$ cat config.mk
export PLATFORM = sky130hd
export DESIGN_NAME = alu_serial_ctrl
export DESIGN_NICKNAME = d
export VERILOG_FILES = /design/src/rtl/alu_pkg.sv /design/src/rtl/alu_slice.sv /design/src/rtl/alu_serial_ctrl.sv
export SDC_FILE = /design/constraint.sdc
export NUM_CORES = 1
export LEC_CHECK = 0
export BUFFER_PORTS_ARGS = -buffer_cell sky130_fd_sc_hd__buf_2
export CAP_MARGIN = 20
export CORE_MARGIN = 4
export CORE_UTILIZATION = 30
export DETAILED_ROUTE_END_ITERATION = 16
export GPL_ROUTABILITY_DRIVEN = 0
export HOLD_SLACK_MARGIN = 0.08
export SLEW_MARGIN = 5
export SYNTH_ARGS = -nofsm -noshare
export SYNTH_HDL_FRONTEND = slang
export SYNTH_SLANG_ARGS = --single-unit
export TNS_END_PERCENT = 5
$ cat constraint.sdc
create_clock -name clk -period 2.5 [get_ports clk]
set_clock_uncertainty 0.2 [all_clocks]
set_input_delay 0.375 -clock clk [delete_from_list [all_inputs] [get_ports clk]]
set_output_delay 0.375 -clock clk [all_outputs]
set_load 0.01 [all_outputs]
$ cat src/rtl/alu_pkg.sv
// Shared types for the bit-serial ALU: operation encodings, controller states,
// flag bundle and the default operand width.
package alu_pkg;

    localparam int unsigned DEFAULT_WIDTH = 8;

    typedef enum logic [2:0] {
        OP_ADD  = 3'b000,
        OP_SUB  = 3'b001,
        OP_AND  = 3'b010,
        OP_OR   = 3'b011,
        OP_XOR  = 3'b100,
        OP_NOR  = 3'b101,
        OP_RSV6 = 3'b110,
        OP_RSV7 = 3'b111
    } opsel_e;

    typedef enum logic [1:0] {
        ST_IDLE = 2'b00,
        ST_RUN  = 2'b01,
        ST_DONE = 2'b10
    } state_e;

    typedef struct packed {
        logic c;
        logic z;
        logic o;
        logic s;
    } flags_t;

    // ADD and SUB are the only operations that use the carry chain.
    function automatic logic is_arith(opsel_e op);
        return (op == OP_ADD) || (op == OP_SUB);
    endfunction

endpackage

$ cat src/rtl/alu_slice.sv
// One-bit ALU datapath: full adder for ADD/SUB (operand b inverted for SUB)
// and bitwise logic functions; reserved encodings produce zero.
module alu_slice
    import alu_pkg::*;
(
    input  logic   a,
    input  logic   b,
    input  logic   cin,
    input  opsel_e opsel,
    output logic   res,
    output logic   cout
);

    logic b_eff;

    always_comb begin
        res   = 1'b0;
        cout  = 1'b0;
        b_eff = b;
        case (opsel)
            OP_ADD, OP_SUB: begin
                b_eff = (opsel == OP_SUB) ? ~b : b;
                res   = a ^ b_eff ^ cin;
                cout  = (a & b_eff) | (a & cin) | (b_eff & cin);
            end
            OP_AND:  res = a & b;
            OP_OR:   res = a | b;
            OP_XOR:  res = a ^ b;
            OP_NOR:  res = ~(a | b);
            default: res = 1'b0;
        endcase
    end

endmodule

$ cat src/rtl/alu_serial_ctrl.sv
// Bit-serial ALU controller: accepts an operation in IDLE, feeds one operand
// bit per RUN cycle through alu_slice, then holds result and flags in DONE.
module alu_serial_ctrl
    import alu_pkg::*;
#(
    parameter int unsigned WIDTH = DEFAULT_WIDTH
) (
    input  logic             clk,
    input  logic             rst_n,
    input  logic             start,
    input  logic [WIDTH-1:0] op_a,
    input  logic [WIDTH-1:0] op_b,
    input  logic [2:0]       opsel,
    input  logic             mode,
    output logic             ready,
    output logic             valid,
    input  logic             ack,
    output logic [WIDTH-1:0] result,
    output logic             c_flag,
    output logic             z_flag,
    output logic             o_flag,
    output logic             s_flag
);

    localparam int unsigned CNT_W = (WIDTH > 1) ? $clog2(WIDTH) : 1;
    localparam logic [CNT_W-1:0] LAST_BIT = CNT_W'(WIDTH - 1);

    state_e           state_q,  state_d;
    logic [WIDTH-1:0] a_sh_q,   a_sh_d;
    logic [WIDTH-1:0] b_sh_q,   b_sh_d;
    logic [WIDTH-2:0] res_sh_q, res_sh_d;
    logic             carry_q,  carry_d;
    logic [CNT_W-1:0] cnt_q,    cnt_d;
    opsel_e           op_q,     op_d;
    logic             mode_q,   mode_d;
    logic [WIDTH-1:0] result_q, result_d;
    flags_t           flags_q,  flags_d;
    logic             ready_q,  ready_d;
    logic             valid_q,  valid_d;

    logic             slice_res;
    logic             slice_cout;
    logic [WIDTH-1:0] res_full;
    logic             c_final;

    alu_slice u_slice (
        .a     (a_sh_q[0]),
        .b     (b_sh_q[0]),
        .cin   (carry_q),
        .opsel (op_q),
        .res   (slice_res),
        .cout  (slice_cout)
    );

    // State and datapath registers, synchronous active-low reset.
    always_ff @(posedge clk) begin
        if (!rst_n) begin
            state_q  <= ST_IDLE;
            a_sh_q   <= '0;
            b_sh_q   <= '0;
            res_sh_q <= '0;
            carry_q  <= 1'b0;
            cnt_q    <= '0;
            op_q     <= OP_ADD;
            mode_q   <= 1'b0;
            result_q <= '0;
            flags_q  <= '0;
            ready_q  <= 1'b1;
            valid_q  <= 1'b0;
        end else begin
            state_q  <= state_d;
            a_sh_q   <= a_sh_d;
            b_sh_q   <= b_sh_d;
            res_sh_q <= res_sh_d;
            carry_q  <= carry_d;
            cnt_q    <= cnt_d;
            op_q     <= op_d;
            mode_q   <= mode_d;
            result_q <= result_d;
            flags_q  <= flags_d;
            ready_q  <= ready_d;
            valid_q  <= valid_d;
        end
    end

    // Next-state, shift and flag logic.
    always_comb begin
        state_d  = state_q;
        a_sh_d   = a_sh_q;
        b_sh_d   = b_sh_q;
        res_sh_d = res_sh_q;
        carry_d  = carry_q;
        cnt_d    = cnt_q;
        op_d     = op_q;
        mode_d   = mode_q;
        result_d = result_q;
        flags_d  = flags_q;
        res_full = {slice_res, res_sh_q};
        c_final  = 1'b0;

        case (state_q)
            ST_IDLE: begin
                if (start) begin
                    state_d  = ST_RUN;
                    a_sh_d   = op_a;
                    b_sh_d   = op_b;
                    op_d     = opsel_e'(opsel);
                    mode_d   = mode;
                    carry_d  = (opsel_e'(opsel) == OP_SUB);
                    cnt_d    = '0;
                    res_sh_d = '0;
                end
            end
            ST_RUN: begin
                a_sh_d   = a_sh_q >> 1;
                b_sh_d   = b_sh_q >> 1;
                res_sh_d = res_full[WIDTH-1:1];
                carry_d  = slice_cout;
                cnt_d    = cnt_q + CNT_W'(1);
                if (cnt_q == LAST_BIT) begin
                    // MSB slice: carry_q is the carry into the MSB.
                    if (op_q == OP_ADD) begin
                        c_final = slice_cout;
                    end else if (op_q == OP_SUB) begin
                        c_final = ~slice_cout;
                    end
                    state_d   = ST_DONE;
                    result_d  = res_full;
                    flags_d.c = c_final;
                    flags_d.z = (res_full == '0);
                    flags_d.s = slice_res;
                    flags_d.o = is_arith(op_q)
                              ? (mode_q ? (carry_q ^ slice_cout) : c_final)
                              : 1'b0;
                    cnt_d     = '0;
                    carry_d   = 1'b0;
                end
            end
            ST_DONE: begin
                if (ack) begin
                    state_d = ST_IDLE;
                end
            end
            default: state_d = ST_IDLE;
        endcase

        ready_d = (state_d == ST_IDLE);
        valid_d = (state_d == ST_DONE);
    end

    assign ready  = ready_q;
    assign valid  = valid_q;
    assign result = result_q;
    assign c_flag = flags_q.c;
    assign z_flag = flags_q.z;
    assign o_flag = flags_q.o;
    assign s_flag = flags_q.s;

endmodule

# --- After elaboration in Yosys (flattened, before gate mapping) ---
# Cells that the tools add are included.
word_totals:
  inputBits: 24
  reg_bits: 47
  output_inout_bits: 14
  wordCells: 74
classes:
  n_mux: 23
  eq_ne: 11
  add_sub_neg: 1
  bitwise: 14
  reduce_logical: 10
op_table:
  columns: ["cell", "count"]
  rows:
  - ["$pmux W8 S2", 2]
  - ["$mux W8", 2]
  - ["$pmux W7 S2", 1]
  - ["$eq A3 B3 Y1 const B", 3]
  - ["$logic_not A8 Y1", 1]
  - ["$mux W1", 8]
  - ["$mux W7", 1]
  - ["$eq A3 B1 Y1 const B", 2]
  - ["$eq A3 B2 Y1 const B", 2]
  - ["$mux W2", 3]
  - ["$mux W3", 2]
  - ["$pmux W2 S3", 1]
  - ["$pmux W3 S2", 1]
  - ["$reduce_and A2 Y1", 3]
  - ["$pmux W1 S5", 1]
  - ["$and A1 B1 Y1", 4]
  - ["$eq A2 B2 Y1 const B", 2]
  - ["$logic_not A2 Y1", 2]
  - ["$xor A1 B1 Y1", 4]
  - ["$add A3 B1 Y3 const B", 1]
  - ["$logic_not A3 Y1", 1]
  - ["$not A1 Y1", 3]
  - ["$or A1 B1 Y1", 3]
  - ["$eq A2 B1 Y1 const B", 1]
  - ["5 further kinds", 5]

# --- Depth between registers and ports, before layout ---
logic_depth:
  word_depth: 11
  depth_mapped: 7

# --- Hierarchy ---
# Synthesis repeated with hierarchy kept, for this count alone.
unflattened:
  hier_cells: 227
  hier_area_um2: 1945.6
by_module_without_submodules:
  columns: ["mod", "seq_area_each_um2", "cells_each", "area_per_inst_um2", "n_inst"]
  rows:
  - ["alu_serial_ctrl", 920.9, 210, 1821.7, 1]
  - ["alu_slice", 0.0, 17, 123.9, 1]

# --- Least setup slack after synthesis ---
# Ideal clock, no wire load.
synth_path:
  kind: "flip-flop to flip-flop"
  from: "register op_q[2]"
  to: "register res_sh_q[6]"
  t_arrival_ns: 1.656
  slack_ns: 0.512
  path_buffers: 0
  stages_incl_launch_ff: 8
  cell_sequence: "dfxtp_1 > nor2_1 > nand2_1 > xnor2_1 > fa_1 > nor2b_1 > o31ai_1 > o21ai_0"
synth_via:
  elab_chain_cells: 6
synth_lines:
  columns: ["element", "line_no", "rtl"]
  rows:
  - ["from (decl)", "alu_serial_ctrl.sv:34", "opsel_e op_q, op_d;"]
  - ["from (signal assigned)", "alu_serial_ctrl.sv:77", "op_q <= op_d;"]
  - ["$eq A3 B1 Y1", "alu_slice.sv:20, alu_slice.sv:22", null]
  - ["$mux W1", "alu_slice.sv:22", "b_eff = (opsel == OP_SUB) ? ~b : b;"]
  - ["$xor A1 B1 Y1 (2 in a row)", "alu_slice.sv:23", "res = a ^ b_eff ^ cin;"]
  - ["$pmux W1 S5 *", "alu_slice.sv:20", "case (opsel)"]
  - ["$pmux W7 S2 *", "alu_serial_ctrl.sv:101", "case (state_q)"]
  - ["to (signal assigned)", "alu_serial_ctrl.sv:74", "res_sh_q <= res_sh_d;"]
  - ["to (decl)", "alu_serial_ctrl.sv:31", "logic [WIDTH-2:0] res_sh_q, res_sh_d;"]
# Mark *: on every way between the ends. The rest lies on a longest branch, timed or not.
# A chain may end at the register's enable or synchronous reset.

# --- Worst setup path after layout ---
layout_path:
  from: "register op_q[2]"
  to: "register result_q[7], in the netlist result[7]"
layout_via:
  elab_chain_cells: 5
layout_lines:
  columns: ["element", "line_no", "rtl"]
  rows:
  - ["$eq A3 B1 Y1", "alu_slice.sv:20, alu_slice.sv:22", null]
  - ["$mux W1", "alu_slice.sv:22", null]
  - ["$xor A1 B1 Y1 (2 in a row)", "alu_slice.sv:23", null]
  - ["$pmux W1 S5 *", "alu_slice.sv:20", null]
  - ["to (signal assigned)", "alu_serial_ctrl.sv:79", "result_q <= result_d;"]
  - ["to (decl)", "alu_serial_ctrl.sv:36", "logic [WIDTH-1:0] result_q, result_d;"]
# Marks and branches as above.

==> run summary <==
syn avg cell area - 8.90 µm²
antenna-violating nets left - 0
routed vias/inst - 4.72
Hold Path Depth - 3
RSZ-0062 raised after global routing - false
floorplan row count - 29
dpl cells - 330
overall die height - 90.6 µm
First-pass DRT Iterations - 5
drt drc - 0
Final setup viols - 0
TritonCTS clock tree - yes
Reg2Reg Setup Slack - 0.31 ns
clk root buf - clkbuf_8
ANT cells - 0
CP endpoint kind - register
clk sinks - 46
CP max FO - 4
critical path, cell by cell - nor2_1, nand2_1, xnor2_1, fa_1, nor2b_1, o31ai_1, o21ai_0
Fmax achieved - 456 MHz
number of top-level pins - 38
Routed WL per cell - 12.1 µm
worst reg2reg startpoint - op_q[2]
pre-CTS setup slack - 0.304 ns
placed inst area - 2250 µm²
peak supply drop - 0.298 mV
Ys Warns - 0
Nets - 289
Final Cycle Share - 0.876
worst setup path class - reg -> reg
Netlist cell types - 34
pin count of the biggest net entering global routing - 27
Clock transition at path regs - 0.09 ns
max incr delay on CP - 0.43 ns
post-layout instance area - 2370 µm²
max-slew violation count - 0
Core Box Area - 6490 µm²
WP data arrival - 2.17 ns
Die Span X - 90.6 µm
DR iter-0 viols - 60
Seq/Total Area, Yosys - 0.450
pwr dens - 639 nW/µm²
share of cells above drive strength 1 - 0.195
area leader, netlist - dfxtp_1
most frequent cells in the layout - nand2_1 (52), dfxtp_1 (46), buf_2 (37), nand3_1 (20), nor2b_1 (17)
Post-CTS Setup Bufs - 0
initial core utilization - 0.315
Mapped Area - 2050 µm²
Crit path required time - 2.48 ns
hold_buf cts - 0
DPL Wire Length - 2.87 mm
largest cells by area after synthesis - dfxtp_1 (45%), nand2_1 (9.5%), o211a_1 (6.8%)
global route overflow - 0
CTS Buffer Depth - 2
overall routing resource usage - 0.102
Slew HR - 0.582
global-route wire length before repair - 6.94 mm
number of global-route vias before repair - 1,460
final worst path period need - 2.19 ns
Die ar. - 8210 µm²
most common cell after layout, fill and taps aside - nand2_1
max-cap violations - 0
PnR worst setup slack - 0.309 ns
worst-skew pair later-pin latency - 0.30 ns
Non-Filler Instances - 338
Fin. Hold Viols - 0
setup TNS - 0 ns
Hold EP - mode_q
Area Growth Syn to Fin - 15.6%
Worst Reg-to-Reg Cells - 7
status - finished, final reports clean
end of the worst register-to-register path - result[7]
Yosys reg bits - 46
Hold Startpoint - mode
slowest CP cell - fa_1
# resized after CTS - 0
Pleak - 1.12 nW
drt total wl - 4.09 mm
CP Launch Type - register
hold crit path type - in -> reg
Least-Margin Pin Slew - 0.627 ns
Net Count, Synth - 259
Total Power - 0.00151 W
Mapped Cells - 230
PortBufs - 37
via count - 1,596
share of the synthesized area in the top cell type - 0.450
H-tree depth reported by CTS - 2
initial antenna violation count - 0
cts bufs inserted - 5
## cell usage after synthesis, drive strengths merged
master and instances:
a21boi 9, a21o 1, a21oi 1, a22oi 10, and3 5, buf 13
clkbuf 6, dfxtp 46, fa 1, ha 4, inv 2, mux2i 6
nand2 52, nand2b 1, nand3 20, nand4b 1, nor2 5, nor2b 17
nor3 1, nor3b 2, nor4 1, nor4b 1, o211a 14, o21a 2
o21ai 4, o31ai 1, or2 1, xnor2 2, xor2 1
## sequential cells by signal, summed over array words and instances (netlist names)
register,flops
carry_q,1
z_flag,1
b_sh_q,8
state_q,2
ready,1
o_flag,1
res_sh_q,7
valid,1
mode_q,1
c_flag,1
result,8
a_sh_q,8
op_q,3
cnt_q,3
## metal layers
layer | share of wire | GRT usage | vias to the layer above | routed length (µm)
met4 | 0.015 | 0.0459 | 0 | 61
li1 | - | - | 844 | -
met1 | 0.51 | 0.141 | 713 | 2100
met5 | 0 | 0 | - | 0
met3 | 0.048 | 0.0267 | 5 | 197
met2 | 0.42 | 0.149 | 34 | 1730
## cells by family (layout without fill, tap and decap cells)
logic type	after synthesis	after routing	share of synthesized area
fa+ha+maj	5	5	0.0342
xor+xnor	3	3	0.0128
buf+inv	21	52	0.0581
compound gates	42	42	0.165
flops	46	46	0.450
simple gates	107	107	0.251
mux	6	6	0.0293
## worst max-delay path, delay by kind of cell (launching register included)
kind | cells | cell delay, ns
xor gates and xnor gates | 1 | 0.19
AOI/OAI and AO/OA | 2 | 0.46
adders and majority gates | 1 | 0.43
DFF | 1 | 0.34
and+or+nand+nor | 3 | 0.45
## worst max path at each step
stage            start          end  slack (ns)
3_5_place_dp   op_q[1]    result[7]        0.30
4_1_cts        op_q[2]    result[7]        0.30
5_1_grt        op_q[1]  res_sh_q[6]        0.03
6_report       op_q[2]    result[7]        0.31
2_1_floorplan  op_q[2]  res_sh_q[6]        0.51
3_3_place_gp   op_q[2]  res_sh_q[6]        0.36
## final cells by class
class                   instances  area [µm²]
clock buffers                   5        68.8
clock inverters                 3        43.8
fillers                       676        4130
inverters                       2        7.51
multi-input cells             163        1010
flip-flops and latches         46         921
well taps                      77        96.3
repair buffers                 42         223
## metrics by stage
step | hold slack (ns) | util
after floorplan | 0.255 | -
after global placement | 0.239 | 0.347
after detailed placement | 0.245 | 0.347
after CTS | 0.135 | 0.364
after global routing | 0.136 | 0.364
final | 0.145 | 0.364
## where the power goes
| part | switching (W) | total, W | leakage, nW | internal, W |
|---|---|---|---|---|
| Clock | 0.000260 | 0.000560 | 0.0585 | 0.000300 |
| Combinational | 0.0000876 | 0.000166 | 0.682 | 0.0000785 |
| Sequential | 0.0000225 | 0.000787 | 0.376 | 0.000765 |
No activity file was read; power rests on OpenSTA's default activity.
